[src/rtl/pb_debounce_array.sv]
// -----------------------------------------------------------------------------
// pb_debounce_array
//
// N-channel push-button / switch conditioner. Every channel is independent:
//   raw pin -> SYNC_STAGES-deep synchroniser -> stability counter -> pb_level,
// plus registered one-cycle press/release pulses and an optional
// hold-to-repeat pulse.
//
// Optional feature macro: PB_DEBOUNCE_REPEAT_EN
//   defined   : per-channel IDLE/HOLD/REPEAT machine drives pb_repeat
//   undefined : no repeat logic is built, pb_repeat is tied to 0
//
// Ports
//   clk        system clock, all logic on its rising edge
//   rst_n      asynchronous active-low reset
//   pb_in      [N-1:0] raw asynchronous pin inputs, active high
//   pb_level   [N-1:0] debounced level
//   pb_down    [N-1:0] one-cycle pulse, coincident with pb_level rising
//   pb_up      [N-1:0] one-cycle pulse, coincident with pb_level falling
//   pb_repeat  [N-1:0] one-cycle auto-repeat pulse while a press is held
// -----------------------------------------------------------------------------
module pb_debounce_array #(
    parameter int N             = 4,
    parameter int SYNC_STAGES   = 2,
    parameter int STABLE_CYCLES = 1000000,
    parameter int HOLD_CYCLES   = 50000000,
    parameter int REPEAT_CYCLES = 10000000
) (
    input  logic         clk,
    input  logic         rst_n,
    input  logic [N-1:0] pb_in,
    output logic [N-1:0] pb_level,
    output logic [N-1:0] pb_down,
    output logic [N-1:0] pb_up,
    output logic [N-1:0] pb_repeat
);

    // Illegal parameter sets elaborate to an inert block with all outputs low.
    localparam bit CFG_OK = (N >= 1) && (SYNC_STAGES >= 2) && (STABLE_CYCLES >= 1) &&
                            (HOLD_CYCLES >= 1) && (REPEAT_CYCLES >= 1);

    localparam int              CNT_W       = $clog2(STABLE_CYCLES) + 1;
    localparam logic [CNT_W-1:0] STABLE_LAST = CNT_W'(STABLE_CYCLES - 1);

`ifdef PB_DEBOUNCE_REPEAT_EN
    // One counter serves both the initial hold delay and the repeat period.
    localparam int HOLD_MAX = (HOLD_CYCLES > REPEAT_CYCLES) ? HOLD_CYCLES : REPEAT_CYCLES;
    localparam int HOLD_W   = $clog2(HOLD_MAX) + 1;
    localparam logic [HOLD_W-1:0] HOLD_LAST   = HOLD_W'(HOLD_CYCLES - 1);
    localparam logic [HOLD_W-1:0] REPEAT_LAST = HOLD_W'(REPEAT_CYCLES - 1);

    typedef enum logic [1:0] {
        ST_IDLE   = 2'd0,
        ST_HOLD   = 2'd1,
        ST_REPEAT = 2'd2
    } rpt_state_e;
`endif

    if (CFG_OK) begin : g_cfg
        for (genvar i = 0; i < N; i++) begin : g_chan

            // ---------------- synchroniser + stability filter ----------------
            logic [SYNC_STAGES-1:0] sync_q, sync_d;
            logic [CNT_W-1:0]       cnt_q,  cnt_d;
            logic                   level_q, level_d;
            logic                   down_q,  down_d;
            logic                   up_q,    up_d;

            // NOTE: every signal assigned in an always_comb gets a default at
            // the top of the block, so no path can leave it unassigned and
            // infer a latch.
            always_comb begin
                sync_d  = {sync_q[SYNC_STAGES-2:0], pb_in[i]};
                cnt_d   = cnt_q;
                level_d = level_q;
                down_d  = 1'b0;
                up_d    = 1'b0;

                if (sync_q[SYNC_STAGES-1] == level_q) begin
                    // Agreement (including the end of any bounce) restarts the count.
                    cnt_d = '0;
                end else if (cnt_q == STABLE_LAST) begin
                    level_d = ~level_q;
                    cnt_d   = '0;
                    // Pulses are registered alongside level so they line up with it.
                    down_d  = ~level_q;
                    up_d    =  level_q;
                end else begin
                    cnt_d = cnt_q + CNT_W'(1);
                end
            end

            // NOTE: sequential state uses non-blocking assignments only, so all
            // flops sample their _d values from before this clock edge.
            always_ff @(posedge clk or negedge rst_n) begin
                if (!rst_n) begin
                    sync_q  <= '0;
                    cnt_q   <= '0;
                    level_q <= 1'b0;
                    down_q  <= 1'b0;
                    up_q    <= 1'b0;
                end else begin
                    sync_q  <= sync_d;
                    cnt_q   <= cnt_d;
                    level_q <= level_d;
                    down_q  <= down_d;
                    up_q    <= up_d;
                end
            end

            assign pb_level[i] = level_q;
            assign pb_down[i]  = down_q;
            assign pb_up[i]    = up_q;

`ifdef PB_DEBOUNCE_REPEAT_EN
            // ---------------- hold / repeat state machine ----------------
            // Driven from the same-edge level change (down_d/up_d) so the HOLD
            // count starts on the cycle pb_down is visible.
            rpt_state_e        state_q, state_d;
            logic [HOLD_W-1:0] hcnt_q,  hcnt_d;
            logic              rpt_q,   rpt_d;

            always_comb begin
                state_d = state_q;
                hcnt_d  = hcnt_q;
                rpt_d   = 1'b0;

                if (up_d) begin
                    // Release wins over a pulse that would land on the same edge.
                    state_d = ST_IDLE;
                    hcnt_d  = '0;
                end else begin
                    unique case (state_q)
                        ST_IDLE: begin
                            if (down_d) begin
                                state_d = ST_HOLD;
                                hcnt_d  = '0;
                            end
                        end
                        ST_HOLD: begin
                            if (hcnt_q == HOLD_LAST) begin
                                state_d = ST_REPEAT;
                                hcnt_d  = '0;
                                rpt_d   = 1'b1;
                            end else begin
                                hcnt_d = hcnt_q + HOLD_W'(1);
                            end
                        end
                        ST_REPEAT: begin
                            if (hcnt_q == REPEAT_LAST) begin
                                hcnt_d = '0;
                                rpt_d  = 1'b1;
                            end else begin
                                hcnt_d = hcnt_q + HOLD_W'(1);
                            end
                        end
                        default: begin
                            state_d = ST_IDLE;
                            hcnt_d  = '0;
                        end
                    endcase
                end
            end

            always_ff @(posedge clk or negedge rst_n) begin
                if (!rst_n) begin
                    state_q <= ST_IDLE;
                    hcnt_q  <= '0;
                    rpt_q   <= 1'b0;
                end else begin
                    state_q <= state_d;
                    hcnt_q  <= hcnt_d;
                    rpt_q   <= rpt_d;
                end
            end

            assign pb_repeat[i] = rpt_q;
`else
            assign pb_repeat[i] = 1'b0;
`endif
        end
    end else begin : g_cfg_bad
        assign pb_level  = '0;
        assign pb_down   = '0;
        assign pb_up     = '0;
        assign pb_repeat = '0;
    end

endmodule

[config.mk]
export PLATFORM = sky130hd
export DESIGN_NAME = pb_debounce_array
export DESIGN_NICKNAME = d
export VERILOG_FILES = /design/src/rtl/pb_debounce_array.sv
export SDC_FILE = /design/constraint.sdc
export NUM_CORES = 1
export LEC_CHECK = 0
export ABC_AREA = 1
export BUFFER_PORTS_ARGS = -buffer_cell sky130_fd_sc_hd__buf_2
export CORE_ASPECT_RATIO = 0.7
export CORE_UTILIZATION = 55
export CTS_BUF_LIST = sky130_fd_sc_hd__clkbuf_16
export DETAILED_ROUTE_END_ITERATION = 8
export PLACE_DENSITY_LB_ADDON = 0.25
export SLEW_MARGIN = 15
export SYNTH_ARGS = -nofsm -noshare
export SYNTH_HDL_FRONTEND = slang
export SYNTH_SLANG_ARGS = --single-unit
export TNS_END_PERCENT = 5
[constraint.sdc]
create_clock -name clk -period 1.5 [get_ports clk]
set_clock_uncertainty 0.1 [all_clocks]
set_input_delay 0.225 -clock clk [delete_from_list [all_inputs] [get_ports clk]]
set_output_delay 0.225 -clock clk [all_outputs]
set_load 0.02 [all_outputs]
==> metrics.yaml, run 1 <==
placed_design:
  place_inst: 912
  dp_hpwl_mm: 9.23
  gp_congestion: 0.944
  io_buffer_count: 17
power_and_ir_drop:
  total_power_uw: 5400
  ir_drop_uv: 669
  leakage_uw: 0.00311
  power.density_mw_per_mm2: 789
floorplan:
  die_x_um: 124
  start_util_pct: 57.8
  fp.dieH_um: 87.2
  boundaryPins: 22
  core_area_sq_mm: 0.00987
  rows: 30
  die_area_sq_mm: 0.0108
synthesis:
  synth-edff-count: 0
  yosys.area.top_type: "dfrtp_1"
  synthMuxAreaShare_pct: 0
  syn_area_sq_mm: 0.00571
  synth_top_family_by_area: "simple AND/OR/NAND/NOR gates"
  yosysSeqAreaShare_pct: 45.6
  syn_inst: 743
  synth_ff_type: "dfrtp_1"
  synth_top_area_share_pct: 45.6
  syn_area_per_cell_sq_um: 7.68
  synthXorXnorAreaFrac_pct: 4.91
  synthArstFlopShare_pct: 100
  synthAdderAreaFrac_pct: 0.877
  synth_compound_area_share_pct: 2.94
  ys_seq_elements: 104
  synthTopCellsByArea: "dfrtp_1, nor2_1, nand2_1, inv_1, nand3_1"
  synthSimpleGateAreaFrac_pct: 37.4
  synth_cell_types: 24
  synth_warnings: 0
routing:
  post-route-drc-count: 0
  firstDrtPassIters: 5
  dr.first_iter.drc_count: 387
  wl_per_cell_um: 14.0
  via_per_inst: 5.25
  routed_wl_mm: 13.1
  drtAntennaViolNets: 0
  vias: 4918
setup_path:
  r2r_end: "g_cfg.g_chan[2].cnt_q[17]$_DFF_PN0_"
  startpoint: "g_cfg.g_chan[2].cnt_q[2]$_DFF_PN0_"
  crit_arrival_ns: 1.64
  rr_startpoint: "g_cfg.g_chan[2].cnt_q[2]$_DFF_PN0_"
  critical_path_required_ns: 1.63
  r2r_slack_ns: -0.007
  r2r_cells: 8
  crit_fanout: 5
  path_class: "flop to flop"
  worstSetupEndpoint: "g_cfg.g_chan[2].cnt_q[17]$_DFF_PN0_"
  end_kind: "flop"
  critPathLaunchType: "flop"
grt:
  overflow: 0
  grt_pass1_vias: 4510
  grt_max_degree: 31
  gr-usage-all-layers_pct: 25.6
  antenna_found_initial: 0
  grt_pass1_wl_mm: 21.1
timing:
  final_max_slew_viol_count: 0
  rsz0062_at_grt: "true"
  period_minus_slack_ns: 1.51
  fmax_mhz: 664
  finalSetupViolations: 2
  worst_slack_ns: -0.00659
  fin_crit_sh_pct: 100
  finalSetupTns_ns: -0.00709
  hold_viol: 0
status:
  status: "finished with violations"
  violations: "setup timing"
cells_and_area:
  finalNonFillerCells: 936
  antenna_cells: 0
  nNetsFinal: 815
  regArea_sq_mm: 0.00261
  multi_input_area_sq_mm: 0.00296
  fill_cells: 809
  area_growth_pct: 20.0
  drive_gt1_share_pct: 21.0
clock_network:
  cts_buffers: 9
  htreeDepth: 3
  cts_root_buf: "clkbuf_16"
  cts_tree: "built"
  clk_pin_slew_worst_paths_ns: 0.07
  clockBufferDepth: 2
  clock_latency_ns: 0.34
  clock-sinks: 104
run:
  drv_cap: 0
worst_hold_path:
  min_path_type: "primary input to asynchronous set/reset pin"
-- final cells by class --
type / count / area share (%)
clock buffer: 9 / 3.29
tap: 128 / 2.34
sequential: 104 / 38.1
multi-input combinational: 533 / 43.2
clock inverter: 5 / 0.731
timing repair buffer: 64 / 7.28
inverter: 93 / 5.10
-- timing repair --
action / CTS / global route
resized for setup: 11 / 58
hold endpoints to repair: 22 / 0
endpoints found under the setup margin: 33 / 71
setup buffers: 1 / 4
pin swaps: 2 / 18
hold buffers: 5 / 0
-- state kept, by name (all words and copies together), names as in the netlist --
name	flops
g_cfg.g_chan.up_q	4
g_cfg.g_chan.sync_q	8
g_cfg.g_chan.down_q	4
g_cfg.g_chan.cnt_q	84
g_cfg.g_chan.level_q	4
-- through the flow --
stage	setup WS [ns]	utilization [%]	area, sq um	hold slack (ns)
after floorplan	0.0831	-	5720	-0.171
after global placement	0.0188	62.4	6160	0.0644
after detailed placement	-0.0377	62.4	6160	0.0650
after CTS	0.000274	66.4	6550	0.245
after global routing	-0.0863	69.3	6840	0.256
final	-0.00659	69.3	6840	0.239
-- report_power, final --
group          internal [uW]  switching, uW
combinational            106            175
sequential              2840           38.4
clock                   1260            983
-- cell usage after synthesis (12+ instances only) --
library cell / instances
nor2_1: 151
nand2_1: 145
dfrtp_1: 104
inv_1: 92
nand3_1: 59
nor2_2: 28
nor3_1: 23
a21oi_1: 21
nand2_2: 17
xnor2_1: 17
buf_4: 16
xor2_1: 15
nand4_1: 13
nor2_4: 12
-- worst max-delay path, cell delays in order (launching register included) --
cell     delay, ns
dfrtp_1       0.46
inv_1         0.13
nor2_4        0.12
nand2_4       0.08
buf_4         0.14
nor2_4        0.13
nand3_1       0.10
nand3_1       0.09
nor2_1        0.04
-- logic make-up (layout without fill, tap and decap cells) --
family,Yosys count,count (layout)
AO/OA/AOI/OAI,33,33
XOR/XNOR,32,32
adder cells (fa/ha/maj),4,4
buffers and inverters,109,171
flip-flops,104,104
other,1,4
AND/OR/NAND/NOR,460,460
-- per-layer routing --
| layer | global-route usage [%] | vias to the layer above | share of wire [%] |
|---|---|---|---|
| met3 | 5.17 | 13 | 5.5 |
| met2 | 39.2 | 135 | 46 |
| met4 | 6.02 | 0 | 0.97 |
| met5 | 0 | - | 0 |
| li1 | - | 2436 | - |
| met1 | 37.2 | 2334 | 47 |
-- placed cells by master, fill, tap and decap left out, types with 13 or more instances in the layout --
master,n
a21oi_1,21
buf_2,16
buf_4,38
dfrtp_1,102
inv_1,92
nand2_1,141
nand3_1,52
nand4_1,13
nor2_1,139
nor2_2,26
nor2_4,26
nor3_1,20
xnor2_1,16
xor2_1,15
-- worst min-delay path by stage --
stage                      from                                  end  cells past startpoint  slack, ns
final                     rst_n   g_cfg.g_chan[3].cnt_q[4]$_DFF_PN0_                      2       0.24
after floorplan           rst_n   g_cfg.g_chan[0].cnt_q[0]$_DFF_PN0_                      0      -0.17
after detailed placement  rst_n  g_cfg.g_chan[3].cnt_q[20]$_DFF_PN0_                      1       0.07
after global routing      rst_n   g_cfg.g_chan[3].cnt_q[4]$_DFF_PN0_                      2       0.26
after CTS                 rst_n   g_cfg.g_chan[3].cnt_q[4]$_DFF_PN0_                      2       0.25
after global placement    rst_n  g_cfg.g_chan[3].cnt_q[20]$_DFF_PN0_                      1       0.06
No activity file was read; power rests on OpenSTA's default activity.
==> run 2, diff against run 1 <==
--- a/config.mk
+++ b/config.mk
@@ -8,6 +8,7 @@
 export ABC_AREA = 1
 export BUFFER_PORTS_ARGS = -buffer_cell sky130_fd_sc_hd__buf_2
 export CORE_ASPECT_RATIO = 0.7
+export CORE_MARGIN = 2
 export CORE_UTILIZATION = 55
 export CTS_BUF_LIST = sky130_fd_sc_hd__clkbuf_16
 export DETAILED_ROUTE_END_ITERATION = 8
==> run 2 against run 1 <==
Compared with the run above: cell count up 0.21%; largest power group unchanged; sequential power hardly changed; via count rose by 0.83%; the run still ends with setup timing left; register-to-register slack about the same; non-clock buffer count down 6.
==> metrics.yaml, run 2 (same netlist as run 1, synthesis figures left out) <==
routing:
  firstDrtPassIters: 5
  drtAntennaViolNets: 0
  post-route-drc-count: 0
  via_per_inst: 5.29
  top_layer: "met4"
  wl_met3_um: 783
  dr.first_iter.drc_count: 316
  routed_wl_mm: 12.8
  vias: 4959
  wl_met1_mm: 5.98
  met2_length_mm: 5.78
  wl_per_cell_um: 13.7
setup_path:
  critical_path_required_ns: 1.67
  crit_fanout: 3
  end_kind: "flop"
  r2r_slack_ns: -0.02
  worstSetupEndpoint: "g_cfg.g_chan[0].cnt_q[14]$_DFF_PN0_"
  path_class: "flop to flop"
  r2r_end: "g_cfg.g_chan[0].cnt_q[14]$_DFF_PN0_"
  startpoint: "g_cfg.g_chan[0].cnt_q[1]$_DFF_PN0_"
  r2r_cells: 8
  rr_startpoint: "g_cfg.g_chan[0].cnt_q[1]$_DFF_PN0_"
  critPathLaunchType: "flop"
  crit_arrival_ns: 1.70
power_and_ir_drop:
  p_sw_uw: 1240
  total_power_uw: 5300
  internal_power_uw: 4060
  ir_drop_uv: 604
  pwr-share-comb_pct: 5.3
  swShare_pct: 23.5
  seq_power_share_pct: 54.2
  power.clock.fraction_pct: 40.4
  leakage_uw: 0.00301
  power.density_mw_per_mm2: 789
timing:
  period_minus_slack_ns: 1.52
  rsz0062_at_grt: "true"
  hold_viol: 0
  finalSetupViolations: 2
  worst_slack_ns: -0.0213
  fin_crit_sh_pct: 101
  fmax_mhz: 657
  hold-worst-slack_ns: 0.224
  final_max_slew_viol_count: 0
worst_hold_path:
  min_path_type: "primary input to asynchronous set/reset pin"
cells_and_area:
  fill_cells: 798
  final_cell_mix: "nor2_1, nand2_1, dfrtp_1"
  top_register: "g_cfg.g_chan.cnt_q"
  antenna_cells: 0
  largest_reg_flops: 84
  drive_gt1_share_pct: 20.2
  nNetsFinal: 811
  reg.largest.list: "g_cfg.g_chan.cnt_q x84, g_cfg.g_chan.sync_q x8"
  layout_commonest_cell: "nor2_1"
  area_growth_pct: 17.8
placed_design:
  dp_hpwl_mm: 8.91
  io_buffer_count: 17
  gp_congestion: 0.958
floorplan:
  core_area_sq_mm: 0.0102
  die_area_sq_mm: 0.0112
  rows: 31
  start_util_pct: 55.9
  boundaryPins: 22
  die_x_um: 126
  fp.dieH_um: 89.2
grt:
  grt_pass1_vias: 4390
  grt_pass1_wl_mm: 20.5
  overflow: 0
  grt_max_degree: 31
  antenna_found_initial: 0
  gr-usage-all-layers_pct: 23.0
clock_network:
  clock_latency_ns: 0.35
  clock-sinks: 104
  htreeDepth: 3
  clk_pin_slew_worst_paths_ns: 0.07
  clockBufferDepth: 2
  cts_buffers: 9
  cts_root_buf: "clkbuf_16"
  cts_tree: "built"
status:
  violations: "setup timing"
  status: "finished with violations"
run:
  drv_cap: 0
## run 2: power by group through the flow
| stage | Combinational (uW) | Clock [uW] | Sequential, uW |
|---|---|---|---|
| finish | 283 | 2140 | 2870 |
| global route | 324 | 2300 | 2880 |
| CTS | 255 | 2200 | 2870 |
| detailed placement | 238 | 0 | 2920 |
| global placement | 229 | 0 | 2920 |
| floorplan | 107 | 0 | 2920 |
## run 2: final cells by class
class / count / area, sq um / area share [%]
Sequential cell: 104 / 2610 / 38.9
Clock inverter: 7 / 40.0 / 0.596
Timing Repair Buffer: 58 / 449 / 6.68
Inverter: 93 / 349 / 5.19
Multi-Input combinational cell: 535 / 2880 / 42.9
Tap cell: 132 / 165 / 2.46
Clock buffer: 9 / 225 / 3.35
## run 2: what timing repair did
action / 4_1_cts / 5_1_grt
resized for setup: 11 / 47
hold buffers: 5 / 0
setup endpoints to repair: 34 / 74
gates cloned: 1 / 1
buffers inserted: 1 / 8
hold endpoints to repair: 66 / 0
pin swaps: 3 / 13
## run 2: worst min path at each step
stage	startpoint	to	slack [ns]
3_3_place_gp	rst_n	g_cfg.g_chan[3].sync_q[0]$_DFF_PN0_	0.05
4_1_cts	rst_n	g_cfg.g_chan[3].sync_q[0]$_DFF_PN0_	0.23
3_5_place_dp	rst_n	g_cfg.g_chan[3].sync_q[0]$_DFF_PN0_	0.06
2_1_floorplan	rst_n	g_cfg.g_chan[0].cnt_q[0]$_DFF_PN0_	-0.17
5_1_grt	rst_n	g_cfg.g_chan[3].sync_q[0]$_DFF_PN0_	0.25
6_report	rst_n	g_cfg.g_chan[3].sync_q[0]$_DFF_PN0_	0.22
## run 2: metal layers
layer  track usage [%]  vias up
met3              5.45       34
met5                 0        -
met4              7.39        0
met2              36.3      179
li1                  -     2429
met1              31.9     2317
## run 2: critical path, cell delays in order (launching register included)
cell	delay (ns)
dfrtp_1	0.42
ha_4	0.19
nand3_4	0.10
nor2_4	0.18
buf_6	0.12
nand3_2	0.05
nand2_1	0.07
nand3_1	0.07
nor2_1	0.14
## run 2: stage by stage
step	instance area [sq um]	setup TNS, ns	std cells	worst slack [ns]	utilization, %
6_report	6720	-0.0236	938	-0.0213	65.9
2_1_floorplan	5720	0	746	0.0831	-
3_5_place_dp	6090	-0.329	906	-0.0451	59.7
4_1_cts	6480	-0.00131	929	-0.000829	63.5
5_1_grt	6720	-1.71	938	-0.0773	65.9
3_3_place_gp	6090	0	906	0.0117	59.7
==> run 3, diff against run 2 <==
--- a/config.mk
+++ b/config.mk
@@ -9,7 +9,7 @@
 export BUFFER_PORTS_ARGS = -buffer_cell sky130_fd_sc_hd__buf_2
 export CORE_ASPECT_RATIO = 0.7
 export CORE_MARGIN = 2
-export CORE_UTILIZATION = 55
+export CORE_UTILIZATION = 45
 export CTS_BUF_LIST = sky130_fd_sc_hd__clkbuf_16
 export DETAILED_ROUTE_END_ITERATION = 8
 export PLACE_DENSITY_LB_ADDON = 0.25
==> run 3 against run 2 <==
Compared with the run above: the flow still finishes with violations (setup timing); wire length down 1.8%; sequential power is essentially flat; critical path depth unchanged; die area increased by 21%; clock power increased by 5%; first-iteration DRC count grew 22%; cell count rose by 3.0%; maximum frequency rose by 1.4%; combinational power shrank 6%; utilization is 11 points lower; register-to-register slack gained 0.02 ns; hold slack better by 0.029 ns; critical path type unchanged; largest cell class unchanged; largest power group unchanged; highest routed layer unchanged.
==> metrics.yaml, run 3 (same netlist as run 1, synthesis figures left out) <==
timing:
  finalSetupViolations: 1
  final_max_slew_viol_count: 0
  fmax_mhz: 667
  period_minus_slack_ns: 1.50
  worst_slack_ns: -0.000242
  fin_crit_sh_pct: 100
  hold_viol: 0
  rsz0062_at_grt: "true"
clock_network:
  clock-sinks: 104
  cts_root_buf: "clkbuf_16"
  clockBufferDepth: 2
  cts_tree: "built"
  htreeDepth: 3
  clk_pin_slew_worst_paths_ns: 0.07
  clock_latency_ns: 0.35
  cts_buffers: 9
floorplan:
  boundaryPins: 22
  die_area_sq_mm: 0.0136
  core_area_sq_mm: 0.0124
  start_util_pct: 46.1
  fp.dieH_um: 98.2
  rows: 34
  die_x_um: 139
routing:
  vias: 4860
  drtAntennaViolNets: 0
  routed_wl_mm: 12.6
  firstDrtPassIters: 5
  dr.first_iter.drc_count: 387
  via_per_inst: 5.03
  wl_per_cell_um: 13.0
  post-route-drc-count: 0
setup_path:
  critical_path_required_ns: 1.67
  path_class: "flop to flop"
  critPathLaunchType: "flop"
  crit_arrival_ns: 1.67
  end_kind: "flop"
  crit_fanout: 4
power_and_ir_drop:
  leakage_uw: 0.00305
  power.density_mw_per_mm2: 792
  ir_drop_uv: 639
worst_hold_path:
  min_path_type: "flop to flop"
placed_design:
  dp_slack_ns: -0.0590
  gp_congestion: 0.937
  dp_hpwl_mm: 8.77
  io_buffer_count: 17
grt:
  grt_use_met1_pct: 26.7
  grt_pass1_vias: 4551
  antenna_found_initial: 0
  grtUsageMet3_pct: 4.27
  grt_util_met2_pct: 28.5
  gr-usage-all-layers_pct: 18.6
  top_usage_layer: "met2"
  grt_pass1_wl_mm: 20.9
  grt_max_degree: 80
  overflow: 0
cells_and_area:
  largest_reg_flops: 84
  final_cell_mix: "nor2_1, nand2_1, dfrtp_1"
  antenna_cells: 0
  area_growth_pct: 19.5
  layout_commonest_cell: "nor2_1"
  drive_gt1_share_pct: 20.8
  reg.largest.list: "g_cfg.g_chan.cnt_q x84, g_cfg.g_chan.sync_q x8"
  nNetsFinal: 809
  finish.utilization_pct: 55.1
  top_register: "g_cfg.g_chan.cnt_q"
run:
  drv_cap: 0
status:
  status: "finished with violations"
  violations: "setup timing"
-- run 3: cell types whose count changed in the layout (fill, tap and decap cells not counted), moves of 3 or more --
cell,previous run,this run
clkinv_1,3,0
nand2_2,17,14
nand3_2,5,2
nor2_1,144,141
nand3_4,4,8
-- run 3: path summary, 6_finish.rpt --
kind / startpoint / endpoint / slack [ns] / depth (start not counted)
worst max-delay path: g_cfg.g_chan[2].cnt_q[1]$_DFF_PN0_ / g_cfg.g_chan[2].cnt_q[14]$_DFF_PN0_ / -0.0002 / 8
worst min-delay path: g_cfg.g_chan[2].sync_q[0]$_DFF_PN0_ / g_cfg.g_chan[2].sync_q[1]$_DFF_PN0_ / 0.25 / 0
worst max register to register: g_cfg.g_chan[2].cnt_q[1]$_DFF_PN0_ / g_cfg.g_chan[2].cnt_q[14]$_DFF_PN0_ / -0.0002 / 8
worst min register to register: g_cfg.g_chan[2].sync_q[0]$_DFF_PN0_ / g_cfg.g_chan[2].sync_q[1]$_DFF_PN0_ / 0.25 / 0
max in group asynchronous: rst_n / g_cfg.g_chan[0].cnt_q[13]$_DFF_PN0_ / 0.62 / 3
min in group asynchronous: rst_n / g_cfg.g_chan[3].sync_q[0]$_DFF_PN0_ / 0.33 / 3
-- run 3: layout make-up --
type	count	area, sq um
inverters	93	349
clock inverters	7	57.6
fillers	1121	5560
repair buffers	58	424
multi-input cells	533	2950
well taps	162	203
clock buffers	9	225
flip-flops and latches	104	2610
-- run 3: power breakdown --
part | switching (uW) | internal (uW) | leakage (uW)
Clock | 1110 | 1150 | 0.000133
Combinational | 169 | 98.4 | 0.00151
Sequential | 40.9 | 2840 | 0.00141
-- run 3: what timing repair did --
| item | CTS | global route |
|---|---|---|
| hold buffers | 5 | 0 |
| buffers inserted | 0 | 8 |
| endpoints found under the setup margin | 32 | 72 |
| endpoints found under the hold margin | 108 | 0 |
| gates cloned | 0 | 0 |
| pin swaps | 0 | 24 |
| resized for setup | 9 | 62 |
-- run 3: stage by stage --
step	power, uW	TNS (ns)	std cells	cell area [sq um]	hold slack, ns
2_1_floorplan	3030	0	746	5720	-0.171
3_3_place_gp	3140	-0.104	937	6110	0.174
3_5_place_dp	3140	-0.978	937	6110	0.178
4_1_cts	5440	-0.0144	958	6490	0.254
5_1_grt	5630	-2.27	966	6820	0.269
6_report	5400	-0.000242	966	6820	0.253
-- run 3: metal layers --
layer  routed length [um]  up-vias
met5                    0        -
met4                  146        0
met3                  590       17
met2                 5740      132
met1                 6110     2293
li1                     -     2418
-- run 3: worst max-delay path: stages (launching register included) --
cell and delay [ns]:
dfrtp_1 0.43, ha_4 0.21, nand3_4 0.09, nor2_4 0.15, buf_6 0.11, nand3_1 0.06
nand2_1 0.06, nand3_1 0.08, nor2_1 0.12
